==> src/rtl/im_loader.sv <==
// im_loader: boot-time byte-stream to instruction-memory word writer.
// Ports:
//   clk, reset_n      - rising-edge clock, synchronous active-low reset
//   start             - pulse to begin a load (honoured in IDLE/DONE/ERROR)
//   byte_valid/_data  - incoming stream byte, accepted when byte_ready is high
//   byte_ready        - loader can take a byte this cycle
//   we/waddr/wdata    - one-cycle word write to instruction memory
//   busy              - load in progress (holds the core in reset)
//   done/error        - sticky outcome of the last load
module im_loader #(
    parameter logic [31:0] IM_START_ADDRESS = 32'h0000_3000,
    parameter int unsigned IM_SIZE          = 4096,
    parameter int unsigned TIMEOUT          = 1000000,
    parameter int unsigned CNT_WIDTH        = 20
) (
    input  logic        clk,
    input  logic        reset_n,
    input  logic        start,
    input  logic        byte_valid,
    input  logic [7:0]  byte_data,
    output logic        byte_ready,
    output logic        we,
    output logic [31:0] waddr,
    output logic [31:0] wdata,
    output logic        busy,
    output logic        done,
    output logic        error
);
    typedef enum logic [2:0] {S_IDLE, S_LEN, S_DATA, S_DONE, S_ERROR} state_t;

    state_t                 state_q, state_d;
    logic [1:0]             bcnt_q, bcnt_d;
    logic [23:0]            shift_q, shift_d;
    logic [31:0]            len_q, len_d;
    logic [31:0]            widx_q, widx_d;
    logic [CNT_WIDTH-1:0]   tcnt_q, tcnt_d;
    logic                   we_q, we_d;
    logic [31:0]            waddr_q, waddr_d;
    logic [31:0]            wdata_q, wdata_d;
    logic                   accept;
    logic [31:0]            word;

    assign busy       = (state_q == S_LEN) || (state_q == S_DATA);
    assign byte_ready = busy;
    assign done       = state_q == S_DONE;
    assign error      = state_q == S_ERROR;
    assign we         = we_q;
    assign waddr      = waddr_q;
    assign wdata      = wdata_q;
    assign accept     = byte_valid && byte_ready;
    // Only three bytes are buffered; the fourth completes the word directly.
    assign word       = {shift_q, byte_data};

    always_comb begin
        state_d = state_q;
        bcnt_d  = bcnt_q;
        shift_d = shift_q;
        len_d   = len_q;
        widx_d  = widx_q;
        tcnt_d  = tcnt_q;
        we_d    = 1'b0;
        waddr_d = waddr_q;
        wdata_d = wdata_q;
        case (state_q)
            S_IDLE, S_DONE, S_ERROR: begin
                if (start) begin
                    state_d = S_LEN;
                    bcnt_d  = '0;
                    tcnt_d  = '0;
                end
            end
            S_LEN, S_DATA: begin
                if (accept) begin
                    tcnt_d  = '0;
                    bcnt_d  = bcnt_q + 2'd1;
                    shift_d = {shift_q[15:0], byte_data};
                    if (bcnt_q == 2'd3) begin
                        if (state_q == S_LEN) begin
                            len_d   = word;
                            widx_d  = '0;
                            state_d = word == 32'd0 ? S_DONE : word > IM_SIZE ? S_ERROR : S_DATA;
                        end else begin
                            we_d    = 1'b1;
                            waddr_d = IM_START_ADDRESS + (widx_q << 2);
                            wdata_d = word;
                            widx_d  = widx_q + 32'd1;
                            if (widx_q == len_q - 32'd1) state_d = S_DONE;
                        end
                    end
                end else if (tcnt_q == CNT_WIDTH'(TIMEOUT - 1)) begin
                    // An accepted byte on this edge would have taken the branch above.
                    state_d = S_ERROR;
                end else begin
                    tcnt_d = tcnt_q + CNT_WIDTH'(1);
                end
            end
            default: state_d = S_IDLE;
        endcase
    end

    always_ff @(posedge clk) begin
        if (!reset_n) begin
            state_q <= S_IDLE;
            bcnt_q  <= '0;
            shift_q <= '0;
            len_q   <= '0;
            widx_q  <= '0;
            tcnt_q  <= '0;
            we_q    <= 1'b0;
            waddr_q <= '0;
            wdata_q <= '0;
        end else begin
            state_q <= state_d;
            bcnt_q  <= bcnt_d;
            shift_q <= shift_d;
            len_q   <= len_d;
            widx_q  <= widx_d;
            tcnt_q  <= tcnt_d;
            we_q    <= we_d;
            waddr_q <= waddr_d;
            wdata_q <= wdata_d;
        end
    end
endmodule

==> config.mk <==
export PLATFORM = sky130hd
export DESIGN_NAME = im_loader
export DESIGN_NICKNAME = d
export VERILOG_FILES = /design/src/rtl/im_loader.sv
export SDC_FILE = /design/constraint.sdc
export NUM_CORES = 1
export LEC_CHECK = 0
export ABC_AREA = 1
export CAP_MARGIN = 0
export CORE_ASPECT_RATIO = 1.5
export CORE_MARGIN = 4
export CORE_UTILIZATION = 37
export DETAILED_ROUTE_END_ITERATION = 8
export GPL_TIMING_DRIVEN = 0
export MAX_ROUTING_LAYER = met4
export SYNTH_ARGS = -nofsm -noshare
export SYNTH_HDL_FRONTEND = slang
export SYNTH_SLANG_ARGS = --single-unit
==> constraint.sdc <==
create_clock -name clk -period 1.7 [get_ports clk]
set_input_delay 0.34 -clock clk [delete_from_list [all_inputs] [get_ports clk]]
set_output_delay 0.34 -clock clk [all_outputs]
set_load 0.05 [all_outputs]
* Word-level counts from Yosys, hierarchy flattened
Index checks and enable logic that the tools add are counted.
Storage, ports and cells: ROM bits 0, logic and storage cells 62, bits in registers 178, RAM bits 0, memories kept 0, output and inout port bits 69, bits of input ports 12, latch bits 0
Cells by class: equal/unequal tests 13, $lt $le $gt $ge 1, reduce and logical (&&, ||, !) cells 15, bitwise logic cells 1, muxes and demuxes 18, $add $sub $neg 5, $mul 0, shifts and indexed selects 0, div/mod/pow operators 0
Operators with widths (count):
- $mux W20 | 3
- $pmux W20 S2 | 1
- $add A14 B32 Y32 const A | 1
- $add A32 B1 Y32 const B | 1
- $eq A32 B32 Y1 | 1
- $gt A32 B13 Y1 const B | 1
- $logic_not A32 Y1 | 1
- $mux W32 | 1
- $sub A32 B1 Y32 const B | 1
- $mux W3 | 8
- $add A20 B1 Y20 const B | 1
- $eq A20 B20 Y1 const B | 1
- $reduce_and A4 Y1 | 4
- $ne A3 B3 Y1 const B | 3
- $reduce_and A3 Y1 | 3
- $eq A3 B2 Y1 const B | 2
- $pmux W3 S2 | 1
- $mux W2 | 2
- $ne A2 B2 Y1 const B | 2
- $ne A4 B4 Y1 const B | 1
- $pmux W2 S2 | 1
- $eq A3 B1 Y1 const B | 1
- $eq A3 B3 Y1 const B | 1
- $logic_not A3 Y1 | 1
- 10 further kinds | 10

* Logic depth before layout (Yosys ltp)
Gate-level depths: netlist of the first run.
depth after elaboration 7, mapped depth 18, mapped depth without buffers 18

* Worst setup path after synthesis of the first run
No wires, ideal clock.
path kind register to register, from register state_q[1], to register tcnt_q[4], library setup time 0.116 ns, cell stages (with the launch flop) 13, arrival time 2.029 ns, period minus slack after synthesis 2.145 ns, required time 1.584 ns, path buffers 1, slack -0.445 ns, cells stage by stage dfxtp_1 > nand2_1 > nor2_1 > nor2_1 > nor2_1 > a21oi_1 > nand2_1 > nand2_1 > buf_2 > nand3_1 > o21bai_1 > o21ai_0 > nor2_1
Between the ends: elaborated cells on any way between the ends 15, classes of those cells eq/ne (6); mux (2); reduce/logical (7)
RTL lines:
- start, declared | line 31 | state_t state_q, state_d;
- start signal, assigned | line 113 | state_q <= state_d;
- $eq A3 B2 Y1 (*)
- net done | line 26 | output logic done,
- $reduce_or A3 Y1 (*) | line 64 | case (state_q)
- $ne A2 B2 Y1 (no line) / $reduce_bool A2 Y1 (equally long branches)
- $reduce_and A3 Y1 (no line)
- end signal, assigned | line 118 | tcnt_q <= tcnt_d;
- end, declared | line 36 | logic [CNT_WIDTH-1:0] tcnt_q, tcnt_d;
Mark *: on every way through the listed nets, which the timed path passes. The rest lies on a longest branch. A chain may end at the register's enable or synchronous reset.

* Final worst setup path of the first run
from register len_q[12], to register state_q[0]
Between the ends: longest elaborated chain between the ends 4
Ends and longest elaborated chain:
- start, declared | line 34 | logic [31:0] len_q, len_d;
- start signal, assigned | line 116 | len_q <= len_d;
- $sub A32 B1 Y32 | line 87 | if (widx_q == len_q - 32'd1) state_d = S_DONE;
- $eq A32 B32 Y1 | line 87
- $ne A4 B4 Y1 (no line)
- $reduce_and A4 Y1 (no line)
No other way between the ends.

==> results.toml, run 1 <==
[place]
dp_worst_setup_slack_ns = -1.018
dpl.hpwl_mm = 21.69
io_buffers = 78
gp_congestion = 0.9419

[setup_path]
worstSetupPathType = "register to register"
cp.required_ns = 2.04
critPathArrivalTime_ns = 2.51
r2r_start = "len_q[12]"
r2r_end = "state_q[0]"
r2r_slack_ns = -0.47
r2r_cells = 16
start_kind = "register"
cp-end-kind = "register"
cp_max_fo = 6
cp-startpoint = "len_q[12]"

[clock_network]
cts_made_buffers = 17
path_clk_slew_ns = 0.08
cts_htree_levels = 4
ctsHoldBuffers = 0
clockRootBuffer = "clkbuf_16"
clock_sinks = 176
cts_tree = "done"
cts_buffer_depth = 2
clk_latency_ns = 0.45

[synthesis]
synth-simple-area-share_pct = 25.00
muxShareOfSynthArea_pct = 0
synth_top_family_by_area = "simple AND/OR/NAND/NOR gates"
syn_area_um2 = 8738
syn-mean-instance-area_um2 = 6.935
yosys_register_bits = 176
ys_types = 38
synthXorXnorAreaFrac_pct = 6.114
synthArstFlopShare_pct = 0
synth_fa_ha_area_share_pct = 0.8591
yosysWarningCount = 0
yosysSeqAreaShare_pct = 40.32
synth_edf_count = 0
synth-main-ff-cell = "dfxtp_1"
synth_compound_gate_area_share_pct = 19.07
syn_inst = 1260

[hold_path]
hold_path.class = "register to register"
hold_start = "waddr[24]"
whs_path_depth = 2
hold_end = "waddr[24]"

[cells_and_area]
fin_nets = 1466
fin_util_pct = 55.23
drive_gt1_share_pct = 28.20
syn_to_final_growth_pct = 46.28
num_antenna_cells = 0

[status]
status = "finished, violations left"
violations = "setup timing"

[drt]
drc = 0
dr.first_iter.drc_count = 490
wirelength_mm = 31.09
avgRoutedWirePerCell_um = 17.51
num_vias = 9189
avgViaCountPerCell = 5.174
dr.pass1.iters = 8
drt.antenna.violating_nets = 0

[run]
max-cap-violations = 0

[sta]
slew_violations = 0
fmax_mhz = 460.8
hold_viol_final = 0
fin_skew_ns = 0.01595
setup_viol = 149
rsz0062_at_grt = "yes"
fin_crit_sh_pct = 127.7
min_period_ns = 2.170
setup_ws_ns = -0.4703
tightestPinTransition_ns = 0.7232
slew_headroom_pct = 51.79
whs_ns = 0.4668

[global_route]
grt_max_degree = 22
grt.overflow.total = 0
grt_use_total_pct = 23.37
grt_first_pass_wirelength_mm = 46.92
antenna_found_initial = 0
grt_pass1_vias = 8848

[die]
coreArea_um2 = 23140
start_util_pct = 37.76
dieArea_um2 = 26190
die_w_um = 133.5
io_pins = 81
core.rowCount = 68
die_h_um = 196.2

[pwr]
power.density_nw_per_um2 = 931.5
vdd_drop_max_uv = 766.0
power.leakage_nw = 5.584
==> cell families (layout without fill, tap and decap cells) <==
family | count (synthesis) | in the layout
other | 1 | 2
DFF | 176 | 176
and+or+nand+nor | 501 | 502
xor gates and xnor gates | 61 | 61
adders and majority gates | 6 | 6
AOI/OAI and AO/OA | 321 | 321
buffers and inverters | 194 | 393
==> power by group <==
part | switching [mW] | internal, mW
logic | 2.00 | 1.25
clock network | 2.09 | 2.04
registers | 0.188 | 4.34
==> timing repair <==
item                       in CTS  in global routing
pin swaps                      27                 68
resized for setup             304                256
cloned                          8                  6
setup endpoints to repair     240                179
buffers inserted               50                 35
==> cell usage after synthesis (3+ instances only) <==
cell      number  area (um^2)
nand2_1      206        773.2
dfxtp_1      176         3523
nor2_1       163        611.8
a21oi_1      150        750.7
o21ai_0      143        715.7
inv_1        138        518.0
nand3_1       40        200.2
clkbuf_1      37        138.9
xor2_1        37        324.1
nor3_1        34        170.2
xnor2_1       24        210.2
nand4_1       23        143.9
buf_2          9        45.04
nor2_2         7        43.79
nor4_1         7        43.79
o21bai_1       7        52.55
ha_1           6        75.07
nor2_4         6        67.56
o21ai_1        6        30.03
nand2_2        5        31.28
nand3b_1       4        30.03
o21a_1         4        30.03
a211oi_1       3        22.52
buf_4          3        22.52
inv_2          3        11.26
==> layout by cell type, fill, tap and decap left out, types with 16 or more instances in the layout <==
cell             synthesis  layout
a21oi_1                150     120
buf_4                    3      60
xor2_1                  37      37
nand3_1                 40      32
nand4_1                 23      23
dfxtp_4                  0      16
o21ai_0                143      90
nand2_1                206     176
clkbuf_16                0      21
xnor2_1                 24      24
nand2_2                  5      22
dfxtp_1                176     144
o21ai_2                  0      28
inv_1                  138     120
nor3_1                  34      21
nor2_2                   7      23
buf_6                    0      24
dlygate4sd2_1            0      41
dfxtp_2                  0      16
nor2_4                   6      37
clkdlybuf4s15_1          0      19
o21ai_1                  6      31
nor2_1                 163     117
a21oi_2                  0      29
==> layout make-up <==
class                           count  area, um^2
Buffer                             45       435.4
Clock buffer                       17       425.4
Clock inverter                     15       198.9
Fill cell                        2180       10360
Inverter                          143       566.8
Multi-Input combinational cell    892        5419
Sequential cell                   176        3603
Tap cell                          315       394.1
Timing Repair Buffer              173        1739
==> worst max-delay path, cell delays in order, from the launching register on <==
cell and delay, ns:
dfxtp_1 0.40, nor2_2 0.17, nand2_1 0.12, nor2_1 0.14
nand2_2 0.13, inv_2 0.10, nand2_1 0.06, nand2_1 0.06
nand2_1 0.05, nor2_1 0.08, nand2_1 0.08, nor2_2 0.15
nand3_2 0.11, nand2_2 0.09, nand2_4 0.08, nor2_2 0.16
nor2_1 0.06
==> worst max path at each step <==
stage | end | cells after the start
floorplan | widx_q[31] | 14
global placement | widx_q[3] | 9
detailed placement | waddr[6] | 8
CTS | widx_q[31] | 15
global route | state_q[0] | 16
finish | state_q[0] | 16
==> flip-flops by register name (all words and copies together), names as in the netlist <==
signal / count
we: 1
len_q: 32
wdata: 32
shift_q: 24
waddr: 30
bcnt_q: 2
state_q: 3
widx_q: 32
tcnt_q: 20
==> per-stage QoR <==
stage                     area, um^2  total power [mW]  TNS [ns]  cells
final                          12780             11.91    -19.08   1776
after detailed placement       10030             6.662   -126.95   1654
after global placement         10030             6.658   -124.85   1654
after global routing           12780             12.39    -33.28   1776
after CTS                      11760             11.43    -10.12   1739
after floorplan                 8859             5.981   -0.5823   1261
==> layer usage <==
layer  GRT usage, %  up-vias  part of all wire, %
met1          23.91     4320                   37
met3          3.284      103                  3.3
met2          43.91      232                   54
met4          10.33        0                  5.7
li1               -     4534                    -
met5              -        -                    0
Power figures use the tool's default switching activity.
==> run 2: changes to the inputs <==
--- a/config.mk
+++ b/config.mk
@@ -11,7 +11,6 @@
 export CORE_MARGIN = 4
 export CORE_UTILIZATION = 37
 export DETAILED_ROUTE_END_ITERATION = 8
-export GPL_TIMING_DRIVEN = 0
 export MAX_ROUTING_LAYER = met4
 export SYNTH_ARGS = -nofsm -noshare
 export SYNTH_HDL_FRONTEND = slang
==> results.toml, run 2 (synthesis results as in run 1) <==
[status]
status = "finished, violations left"
violations = "setup timing"

[cells_and_area]
mostFrequentLayoutCells = "buf_4 (289), nand2_1 (180), dfxtp_1 (155)"
num_antenna_cells = 0
syn_to_final_growth_pct = 51.23
fin_nets = 1593
fin_util_pct = 57.10
multi_input_area_um2 = 5065
regArea_um2 = 3557
layout_commonest_cell = "buf_4"
fin_area_um2 = 13220
num-fill-cells = 2155
drive_gt1_share_pct = 33.75

[place]
gp_congestion = 0.8939
io_buffers = 78
dp_worst_setup_slack_ns = -0.7093
place_area_um2 = 11450
dpl.hpwl_mm = 21.08

[drt]
wirelength_mm = 29.83
avgRoutedWirePerCell_um = 15.68
drt.antenna.violating_nets = 0
dr.pass1.iters = 5
avgViaCountPerCell = 4.966
dr.first_iter.drc_count = 505
num_vias = 9451
drc = 0

[sta]
fin_crit_sh_pct = 121.5
hold_viol_final = 0
setup_ws_ns = -0.3662
finalSetupTns_ns = -23.59
slew_violations = 0
whs_ns = 0.3869
rsz0062_at_grt = "yes"
fmax_mhz = 484.0
min_period_ns = 2.066
fin_skew_ns = 0.01512
setup_viol = 135

[die]
die_h_um = 196.2
core.rowCount = 68
coreArea_um2 = 23140
start_util_pct = 37.76
die_w_um = 133.5
dieArea_um2 = 26190
io_pins = 81

[clock_network]
clockRootBuffer = "clkbuf_16"
cts_made_buffers = 17
path_clk_slew_ns = 0.08
clk_latency_ns = 0.45
cts_tree = "done"
clock_sinks = 176
cts_buffer_depth = 2
ctsHoldBuffers = 0
cts_htree_levels = 4

[pwr]
power.density_nw_per_um2 = 888.4
power.leakage_nw = 6.032
vdd_drop_max_uv = 743.7

[setup_path]
cpMostUsedCell = "nand2_1"
r2r_slack_ns = -0.37
worstSetupPathType = "register to register"
max_stage_delay_ns = 0.37
cp.required_ns = 2.08
cp_max_fo = 6
cp-end-kind = "register"
crit_chain = "inv_2, ha_4, nand2_4, nor2_4, nand3_2, nor2_1, nand2_1, nand2_2, nand3b_1, nor2_4, nand3_2, nand2_2, nand2_4, nand2_1, nand2_1, nor2_1"
start_kind = "register"
slowest_stage = "dfxtp_4"
critPathArrivalTime_ns = 2.44

[global_route]
antenna_found_initial = 0
grt.overflow.total = 0
grt_use_total_pct = 23.23
grt_max_degree = 77
grt_pass1_vias = 9444
grt_first_pass_wirelength_mm = 47.05

[hold_path]
hold_path.class = "input port to register"

[run]
max-cap-violations = 0
[run 2: worst paths after layout]
path              from         end  cells past startpoint
min reg2reg  bcnt_q[1]   bcnt_q[1]                      1
max reg2reg   len_q[1]  state_q[0]                     16
min            reset_n   wdata[24]                      4
max           len_q[1]  state_q[0]                     16
[run 2: routing by layer]
metal | part of all wire, % | wire [um] | global-route usage, %
met1 | 38 | 11400 | 23.67
met2 | 54 | 16220 | 43.07
met3 | 2.7 | 809 | 3.258
met4 | 4.7 | 1404 | 11.70
met5 | 0 | 0 | -
[run 2: metrics by stage]
step	total power, mW	instances
2_1_floorplan	5.981	1261
4_1_cts	11.54	1889
3_3_place_gp	7.333	1827
6_report	11.74	1903
5_1_grt	12.27	1903
3_5_place_dp	7.348	1827
[run 2: timing repair]
action                                  in CTS  in global routing
endpoints found under the hold margin        0                  0
resized for setup                           96                107
pin swaps                                   22                 35
cloned                                      10                  0
endpoints found under the setup margin     149                155
setup buffers                               20                 14
[run 2: where the power goes]
| part | switching, mW | internal, mW |
|---|---|---|
| clock network | 1.99 | 1.99 |
| logic | 1.88 | 1.42 |
| registers | 0.120 | 4.35 |
[run 2: area by class of cell]
type / count / share of cell area (%)
Inverter: 143 / 4.090
Tap cell: 315 / 2.982
Sequential cell: 176 / 26.92
Timing Repair Buffer: 345 / 23.20
Multi-Input combinational cell: 892 / 38.33
Clock inverter: 14 / 1.240
Clock buffer: 18 / 3.247
[run 2: critical path: cells and delay by family, from the launching register on]
family,cells,cell delay (ns)
adders and majority gates,1,0.14
buffers and inverters,1,0.06
DFF,1,0.37
and+or+nand+nor,14,1.42
